[config.mk]
export PLATFORM = sky130hd
export DESIGN_NAME = i2c_master_arbiter_flat
export DESIGN_NICKNAME = d
export VERILOG_FILES = /design/src/rtl/i2c_master_arbiter_if.sv /design/src/rtl/i2c_master_arbiter.sv /design/src/flat_wrapper.sv
export SDC_FILE = /design/constraint.sdc
export NUM_CORES = 1
export LEC_CHECK = 0
export ABC_AREA = 0
export BUFFER_PORTS_ARGS = -buffer_cell sky130_fd_sc_hd__clkbuf_2
export CAP_MARGIN = 40
export CORE_MARGIN = 2
export CORE_UTILIZATION = 41
export DETAILED_ROUTE_END_ITERATION = 6
export GPL_TIMING_DRIVEN = 0
export PLACE_DENSITY = 0.85
export SYNTH_ARGS = -nofsm -noshare
export SYNTH_HDL_FRONTEND = slang
export SYNTH_SLANG_ARGS = --single-unit
[constraint.sdc]
create_clock -name sys_clk -period 1.3 [get_ports sys_clk]
set_input_delay 0.13 -clock sys_clk [delete_from_list [all_inputs] [get_ports sys_clk]]
set_output_delay 0.13 -clock sys_clk [all_outputs]
set_load 0.005 [all_outputs]
[src/rtl/i2c_master_arbiter_if.sv]
// rtl/i2c_master_arbiter_if.sv - command/status bundle between the arbiter and the shared i2c_user_fsm
interface i2c_master_arbiter_if;
  logic [7:0] i2c_slave;
  logic [7:0] i2c_reg_addr;
  logic [7:0] i2c_wdata;
  logic       i2c_write_req;
  logic       i2c_read_req;
  logic       i2c_ready;
  logic [7:0] i2c_rdata;
  logic       i2c_rdata_valid;
  logic       i2c_fail;

  modport master (
    output i2c_slave, i2c_reg_addr, i2c_wdata, i2c_write_req, i2c_read_req,
    input  i2c_ready, i2c_rdata, i2c_rdata_valid, i2c_fail
  );

  modport slave (
    input  i2c_slave, i2c_reg_addr, i2c_wdata, i2c_write_req, i2c_read_req,
    output i2c_ready, i2c_rdata, i2c_rdata_valid, i2c_fail
  );
endinterface

[src/rtl/i2c_master_arbiter.sv]
// rtl/i2c_master_arbiter.sv - round-robin sharing of one i2c_user_fsm among N_REQ requesters
// Optional WAIT_DONE watchdog enabled by I2C_ARB_TIMEOUT_EN.
module i2c_master_arbiter #(
  parameter int N_REQ      = 2,
  parameter int START_WAIT = 8
`ifdef I2C_ARB_TIMEOUT_EN
  , parameter logic [31:0] TIMEOUT_CYC = 32'd2000000
`endif
) (
  input  logic                 sys_clk,
  input  logic                 sys_rst_n,
  input  logic [N_REQ-1:0]     req_valid,
  input  logic [N_REQ-1:0]     req_rw,
  input  logic [8*N_REQ-1:0]   req_slave,
  input  logic [8*N_REQ-1:0]   req_reg_addr,
  input  logic [8*N_REQ-1:0]   req_wdata,
  output logic [N_REQ-1:0]     req_ready,
  output logic [N_REQ-1:0]     rsp_valid,
  output logic [7:0]           rsp_rdata,
  output logic                 rsp_fail,
  output logic                 busy,
  output logic [1:0]           grant_id,
  i2c_master_arbiter_if.master i2c
);

  typedef enum logic [2:0] {IDLE, ISSUE, WAIT_BUSY, WAIT_DONE, RESP} state_t;

  localparam int SW_W = $clog2(START_WAIT + 1);

  state_t          state, state_nxt;
  logic [1:0]      ptr, win;
  logic [2:0]      idx;
  logic            found, grant, set_fail, sw_expire, tmo_expire;
  logic [3:0]      valid4, rw4, rdy4, rv4;
  logic [31:0]     slave4, reg4, wdata4;
  logic            rw_q, fail_q;
  logic [7:0]      rdata_q;
  logic [SW_W-1:0] sw_cnt;

  // Pad request vectors to the 4-requester maximum so indexing is width-uniform.
  assign valid4 = 4'(req_valid);
  assign rw4    = 4'(req_rw);
  assign slave4 = 32'(req_slave);
  assign reg4   = 32'(req_reg_addr);
  assign wdata4 = 32'(req_wdata);

  always_comb begin
    found = 1'b0;
    win   = ptr;
    idx   = '0;
    for (int k = 0; k < N_REQ; k++) begin
      idx = {1'b0, ptr} + 3'(k);
      if (idx >= 3'(N_REQ)) idx = idx - 3'(N_REQ);
      if (!found && valid4[idx[1:0]]) begin
        found = 1'b1;
        win   = idx[1:0];
      end
    end
  end

  assign grant     = (state == IDLE) && i2c.i2c_ready && found;
  assign sw_expire = (sw_cnt == SW_W'(START_WAIT - 1));

`ifdef I2C_ARB_TIMEOUT_EN
  logic [31:0] tmo_cnt;
  always_ff @(posedge sys_clk or negedge sys_rst_n) begin
    if (!sys_rst_n)              tmo_cnt <= '0;
    else if (state == WAIT_DONE) tmo_cnt <= tmo_cnt + 32'd1;
    else                         tmo_cnt <= '0;
  end
  assign tmo_expire = (tmo_cnt == TIMEOUT_CYC - 32'd1);
`else
  assign tmo_expire = 1'b0;
`endif

  always_ff @(posedge sys_clk or negedge sys_rst_n) begin
    if (!sys_rst_n) state <= IDLE;
    else            state <= state_nxt;
  end

  always_comb begin
    state_nxt = state;
    set_fail  = 1'b0;
    case (state)
      IDLE:      if (grant) state_nxt = ISSUE;
      ISSUE:     state_nxt = WAIT_BUSY;
      WAIT_BUSY: begin
        if (!i2c.i2c_ready) begin
          state_nxt = WAIT_DONE;
        end else if (sw_expire) begin
          set_fail  = 1'b1;
          state_nxt = RESP;
        end
      end
      WAIT_DONE: begin
        if (i2c.i2c_ready) begin
          state_nxt = RESP;
        end else if (tmo_expire) begin
          set_fail  = 1'b1;
          state_nxt = RESP;
        end
      end
      RESP:      state_nxt = IDLE;
      default:   state_nxt = IDLE;
    endcase
  end

  always_ff @(posedge sys_clk or negedge sys_rst_n) begin
    if (!sys_rst_n) begin
      ptr              <= '0;
      grant_id         <= '0;
      rw_q             <= 1'b0;
      fail_q           <= 1'b0;
      rdata_q          <= '0;
      sw_cnt           <= '0;
      i2c.i2c_slave    <= '0;
      i2c.i2c_reg_addr <= '0;
      i2c.i2c_wdata    <= '0;
    end else begin
      if (grant) begin
        grant_id         <= win;
        rw_q             <= rw4[win];
        i2c.i2c_slave    <= slave4[{win, 3'b000} +: 8];
        i2c.i2c_reg_addr <= reg4[{win, 3'b000} +: 8];
        i2c.i2c_wdata    <= wdata4[{win, 3'b000} +: 8];
      end
      sw_cnt <= (state == WAIT_BUSY) ? sw_cnt + 1'b1 : '0;
      case (state)
        ISSUE: begin
          fail_q  <= 1'b0;
          rdata_q <= '0;
        end
        WAIT_DONE: begin
          if (i2c.i2c_fail) fail_q <= 1'b1;
          if (i2c.i2c_rdata_valid && rw_q) rdata_q <= i2c.i2c_rdata;
        end
        RESP: ptr <= (grant_id == 2'(N_REQ - 1)) ? 2'd0 : grant_id + 2'd1;
        default: ;
      endcase
      if (set_fail) fail_q <= 1'b1;
    end
  end

  always_comb begin
    rdy4 = '0;
    rv4  = '0;
    if (grant)         rdy4[win]      = 1'b1;
    if (state == RESP) rv4[grant_id]  = 1'b1;
    req_ready = rdy4[N_REQ-1:0];
    rsp_valid = rv4[N_REQ-1:0];
  end

  assign i2c.i2c_write_req = (state == ISSUE) && !rw_q;
  assign i2c.i2c_read_req  = (state == ISSUE) && rw_q;
  assign rsp_rdata         = rdata_q;
  assign rsp_fail          = fail_q;
  assign busy              = (state != IDLE);

endmodule

[src/flat_wrapper.sv]
// flat-port wrapper written by rule: the top's interface ports become plain ports
module i2c_master_arbiter_flat 
#(
  parameter int N_REQ      = 2,
  parameter int START_WAIT = 8

)
  (sys_clk, sys_rst_n, req_valid, req_rw, req_slave, req_reg_addr, req_wdata, req_ready, rsp_valid, rsp_rdata, rsp_fail, busy, grant_id, i2c_i2c_slave, i2c_i2c_reg_addr, i2c_i2c_wdata, i2c_i2c_write_req, i2c_i2c_read_req, i2c_i2c_ready, i2c_i2c_rdata, i2c_i2c_rdata_valid, i2c_i2c_fail);
  i2c_master_arbiter_if i2c_i ();
  input  logic sys_clk;
  input  logic sys_rst_n;
  input  logic [N_REQ-1:0] req_valid;
  input  logic [N_REQ-1:0] req_rw;
  input  logic [8*N_REQ-1:0] req_slave;
  input  logic [8*N_REQ-1:0] req_reg_addr;
  input  logic [8*N_REQ-1:0] req_wdata;
  output logic [N_REQ-1:0] req_ready;
  output logic [N_REQ-1:0] rsp_valid;
  output logic [7:0] rsp_rdata;
  output logic rsp_fail;
  output logic busy;
  output logic [1:0] grant_id;
  output wire logic [$bits(i2c_i.i2c_slave)-1:0] i2c_i2c_slave;
  output wire logic [$bits(i2c_i.i2c_reg_addr)-1:0] i2c_i2c_reg_addr;
  output wire logic [$bits(i2c_i.i2c_wdata)-1:0] i2c_i2c_wdata;
  output wire logic [$bits(i2c_i.i2c_write_req)-1:0] i2c_i2c_write_req;
  output wire logic [$bits(i2c_i.i2c_read_req)-1:0] i2c_i2c_read_req;
  input wire logic [$bits(i2c_i.i2c_ready)-1:0] i2c_i2c_ready;
  input wire logic [$bits(i2c_i.i2c_rdata)-1:0] i2c_i2c_rdata;
  input wire logic [$bits(i2c_i.i2c_rdata_valid)-1:0] i2c_i2c_rdata_valid;
  input wire logic [$bits(i2c_i.i2c_fail)-1:0] i2c_i2c_fail;
  assign i2c_i2c_slave = i2c_i.i2c_slave;
  assign i2c_i2c_reg_addr = i2c_i.i2c_reg_addr;
  assign i2c_i2c_wdata = i2c_i.i2c_wdata;
  assign i2c_i2c_write_req = i2c_i.i2c_write_req;
  assign i2c_i2c_read_req = i2c_i.i2c_read_req;
  assign i2c_i.i2c_ready = i2c_i2c_ready;
  assign i2c_i.i2c_rdata = i2c_i2c_rdata;
  assign i2c_i.i2c_rdata_valid = i2c_i2c_rdata_valid;
  assign i2c_i.i2c_fail = i2c_i2c_fail;
  i2c_master_arbiter #(.N_REQ(N_REQ), .START_WAIT(START_WAIT)) u_core (.sys_clk(sys_clk), .sys_rst_n(sys_rst_n), .req_valid(req_valid), .req_rw(req_rw), .req_slave(req_slave), .req_reg_addr(req_reg_addr), .req_wdata(req_wdata), .req_ready(req_ready), .rsp_valid(rsp_valid), .rsp_rdata(rsp_rdata), .rsp_fail(rsp_fail), .busy(busy), .grant_id(grant_id), .i2c(i2c_i));
endmodule
==> results.yml <==
sta:
  min_period_over_period: 1.24
  timing_hold_violations_final: 0
  slew-limit-headroom: 0.586
  fmax_ghz: 0.622
  final-max-slew-violation-count: 0
  rsz0062_at_grt: "true"
  timing.clock.skew_ns: 0.00791
  hold_ws_ns: 0.0388
  timing_worst_slew_pin_value_ns: 0.621
  layout_min_cycle_time_ns: 1.61
  final-setup-viol-count: 40
  finalSetupTns_ns: -7.25
  postLayoutSetupSlackWorst_ns: -0.307
worst_hold_path:
  hold_path_startpoint: "i2c_i2c_rdata[4]"
  holdPathStages: 2
  hold_path_class: "in2reg"
  holdPathEnd: "u_core.rsp_rdata[4]"
finish:
  layout-drive-gt1-share: 0.588
  instances_no_fill: 397
  layout_commonest_cell: "sky130_fd_sc_hd__clkbuf_2"
  mostFrequentLayoutCells: "sky130_fd_sc_hd__clkbuf_2 (100), sky130_fd_sc_hd__dfrtp_1 (41), sky130_fd_sc_hd__nand2_1 (29)"
  utilization_of_the_core_after_routing: 0.706
  design_area_um2: 3380
  area.growth.synth_to_final_pct: 63.0
  final_nets: 395
  num_antenna_cells: 0
synthesis:
  syn_nets: 254
  synth_top_cell_by_area: "sky130_fd_sc_hd__dfrtp_1"
  synthesis.area_per_instance_um2: 11.0
  yosys.area.top_type_share: 0.543
  synth_async_reset_ratio: 1.00
  ys_types: 34
  synth_sequential_area_ratio: 0.543
  syn-instance-count: 188
  synth-main-ff-cell: "sky130_fd_sc_hd__dfrtp_1"
  ys_seq_elements: 45
  synth_enable_flop_cells: 0
  yosys_warnings: 0
  synthesis.area_um2: 2070
  ys_top_cells_by_area: "sky130_fd_sc_hd__dfrtp_1 (54%), sky130_fd_sc_hd__mux2i_1 (12%), sky130_fd_sc_hd__o21ai_1 (6.3%)"
outcome:
  violations_in_the_final_reports: "setup timing"
  result_of_the_run: "complete, but fails checks"
floorplanning:
  placement_rows: 25
  floorplan.core_area_um2: 4790
  start_util: 0.433
  die_ht_um: 75.1
  die_area_um2: 5640
  ios: 107
  die_w_um: 75.1
setup_path:
  crit_type: "reg2out"
  critical_path_required_ns: 1.17
  rr_endpoint: "u_core.i2c.i2c_wdata[3]"
  worstSetupEndpointType: "primary output"
  cp.arrival_ns: 1.48
  cp_max_fo: 4
  reg2reg_from: "u_core.state[2]"
  reg2reg_setup_slack_ns: -0.22
  worstRegToRegCells: 7
  setup.worst_path.start_class: "flop"
pwr:
  total_power_mw: 6.78
  pwr_density_cell_nw_per_um2: 2010
  static_leakage_nw: 1.74
  worst_ir_drop_vdd_v: 0.00119
place:
  place.port_buffers: 106
  placed_area_um2: 2720
  place.detailed.hpwl_um: 3540
  place.gp.congestion: 0.772
  place_ws_ns: -0.314
  placed_cells: 362
global_route:
  number_of_antenna_violations_at_the_first_check_in_global_routing: 0
  grt_remaining_overflow: 0
  grt_pass1_vias: 1697
  gr-usage-all-layers: 0.182
  grt_start_max_net_pins: 24
  grt_pass1_wl_um: 7700
clocking:
  root_buffer: "sky130_fd_sc_hd__clkbuf_8"
  ctsHtreeMaxLevel: 2
  clock_latency_ns: 0.30
  worst_setup_hold_path_clk_slew_ns: 0.09
  clk_path_buf_depth: 2
  cts_tree: "yes"
  cts_inserted_buffers: 5
  cts_num_sinks: 45
detailed_routing:
  highest_layer: "met4"
  first_iter_violations: 65
  drt.antenna.violating_nets: 0
  wl_met1_um: 2140
  drt-total-wl_um: 5440
  detailroute.via_count: 1926
  detail_route.drc_violations: 0
  firstDrtPassIters: 4
  met2WireLength_um: 2910
  met3_wl_um: 317
  routed_wire_length_per_instance_um: 13.7
  route.detailed.vias_per_inst: 4.85
run:
  maxCapViolCount: 0
==> power by group <==
| part | internal [mW] | switching [mW] | leakage, nW |
|---|---|---|---|
| logic | 1.74 | 1.39 | 1.09 |
| clock network | 0.763 | 0.471 | 0.0681 |
| registers | 1.99 | 0.415 | 0.575 |
| total | 4.50 | 2.28 | 1.74 |
==> state kept, by name (all words and copies together), names as in the netlist <==
name,flops
u_core.i2c.i2c_reg_addr,8
u_core.i2c.i2c_slave,8
u_core.i2c.i2c_wdata,8
u_core.rsp_rdata,8
u_core.sw_cnt,4
u_core.state,3
u_core.grant_id,2
u_core.ptr,2
u_core.rsp_fail,1
u_core.rw_q,1
==> worst max-delay path, stage by stage, from the launching register on <==
cell	delay, ns
sky130_fd_sc_hd__dfrtp_2	0.45
sky130_fd_sc_hd__nor3_4	0.25
sky130_fd_sc_hd__o211ai_4	0.15
sky130_fd_sc_hd__nor4_4	0.17
sky130_fd_sc_hd__buf_2	0.16
==> how the worst max path moves through the flow <==
stage	from	endpoint	slack [ns]	cells past startpoint
after floorplan	u_core.ptr[0]	u_core.i2c.i2c_reg_addr[0]	0.008	6
after global placement	u_core.state[1]	req_ready[0]	-0.28	6
after detailed placement	u_core.ptr[0]	u_core.i2c.i2c_wdata[7]	-0.31	4
after CTS	u_core.state[1]	req_ready[1]	-0.34	5
after global routing	u_core.state[2]	req_ready[1]	-0.38	4
final	u_core.state[2]	req_ready[1]	-0.31	4
==> cells in the mapped netlist, types with 2 or more instances <==
cell and n:
sky130_fd_sc_hd__a22o_1 8, sky130_fd_sc_hd__dfrtp_1 45, sky130_fd_sc_hd__a21oi_1 2, sky130_fd_sc_hd__nor3_2 2
sky130_fd_sc_hd__nand2_1 30, sky130_fd_sc_hd__nand2b_1 4, sky130_fd_sc_hd__inv_1 2, sky130_fd_sc_hd__mux2i_1 25
sky130_fd_sc_hd__o21ai_1 26, sky130_fd_sc_hd__nand3_1 2, sky130_fd_sc_hd__nor3_1 2, sky130_fd_sc_hd__and2_1 2
sky130_fd_sc_hd__buf_2 4, sky130_fd_sc_hd__nor3b_1 2, sky130_fd_sc_hd__nor2_1 8, sky130_fd_sc_hd__buf_12 2
sky130_fd_sc_hd__nor2b_1 3, sky130_fd_sc_hd__a21o_1 2, sky130_fd_sc_hd__buf_6 2
==> area by class of cell <==
type | count | area [µm²]
repair buffers | 136 | 830
clock inverters | 3 | 65.1
fillers | 354 | 1410
plain buffers | 7 | 114
well taps | 67 | 83.8
flip-flops and latches | 45 | 1130
clock buffers | 5 | 68.8
inverters | 2 | 7.51
multi-input cells | 132 | 1080
==> routing by layer <==
metal | vias to the layer above | track usage
met5 | - | 0
li1 | 948 | -
met2 | 73 | 0.320
met1 | 896 | 0.224
met3 | 9 | 0.0361
met4 | 0 | 0.0595
==> cell families (layout without fill, tap and decap cells) <==
logic type      Yosys count  count (layout)  synth area share
mux                      25              25             0.121
xor+xnor                  2               2           0.00845
flops                    45              45             0.543
simple gates             58              58             0.138
compound gates           46              46             0.139
buf+inv                  11             153            0.0453
fa+ha+maj                 1               1           0.00603
==> what timing repair did <==
item / 4_1_cts / 5_1_grt
gates resized for setup: 44 / 36
pin swaps: 18 / 11
setup endpoints to repair: 42 / 48
cloned: 0 / 1
setup buffers: 16 / 12
hold buffers: 1 / 0
hold endpoints to repair: 22 / 0
Note: power is estimated with default switching activity, not from simulation.
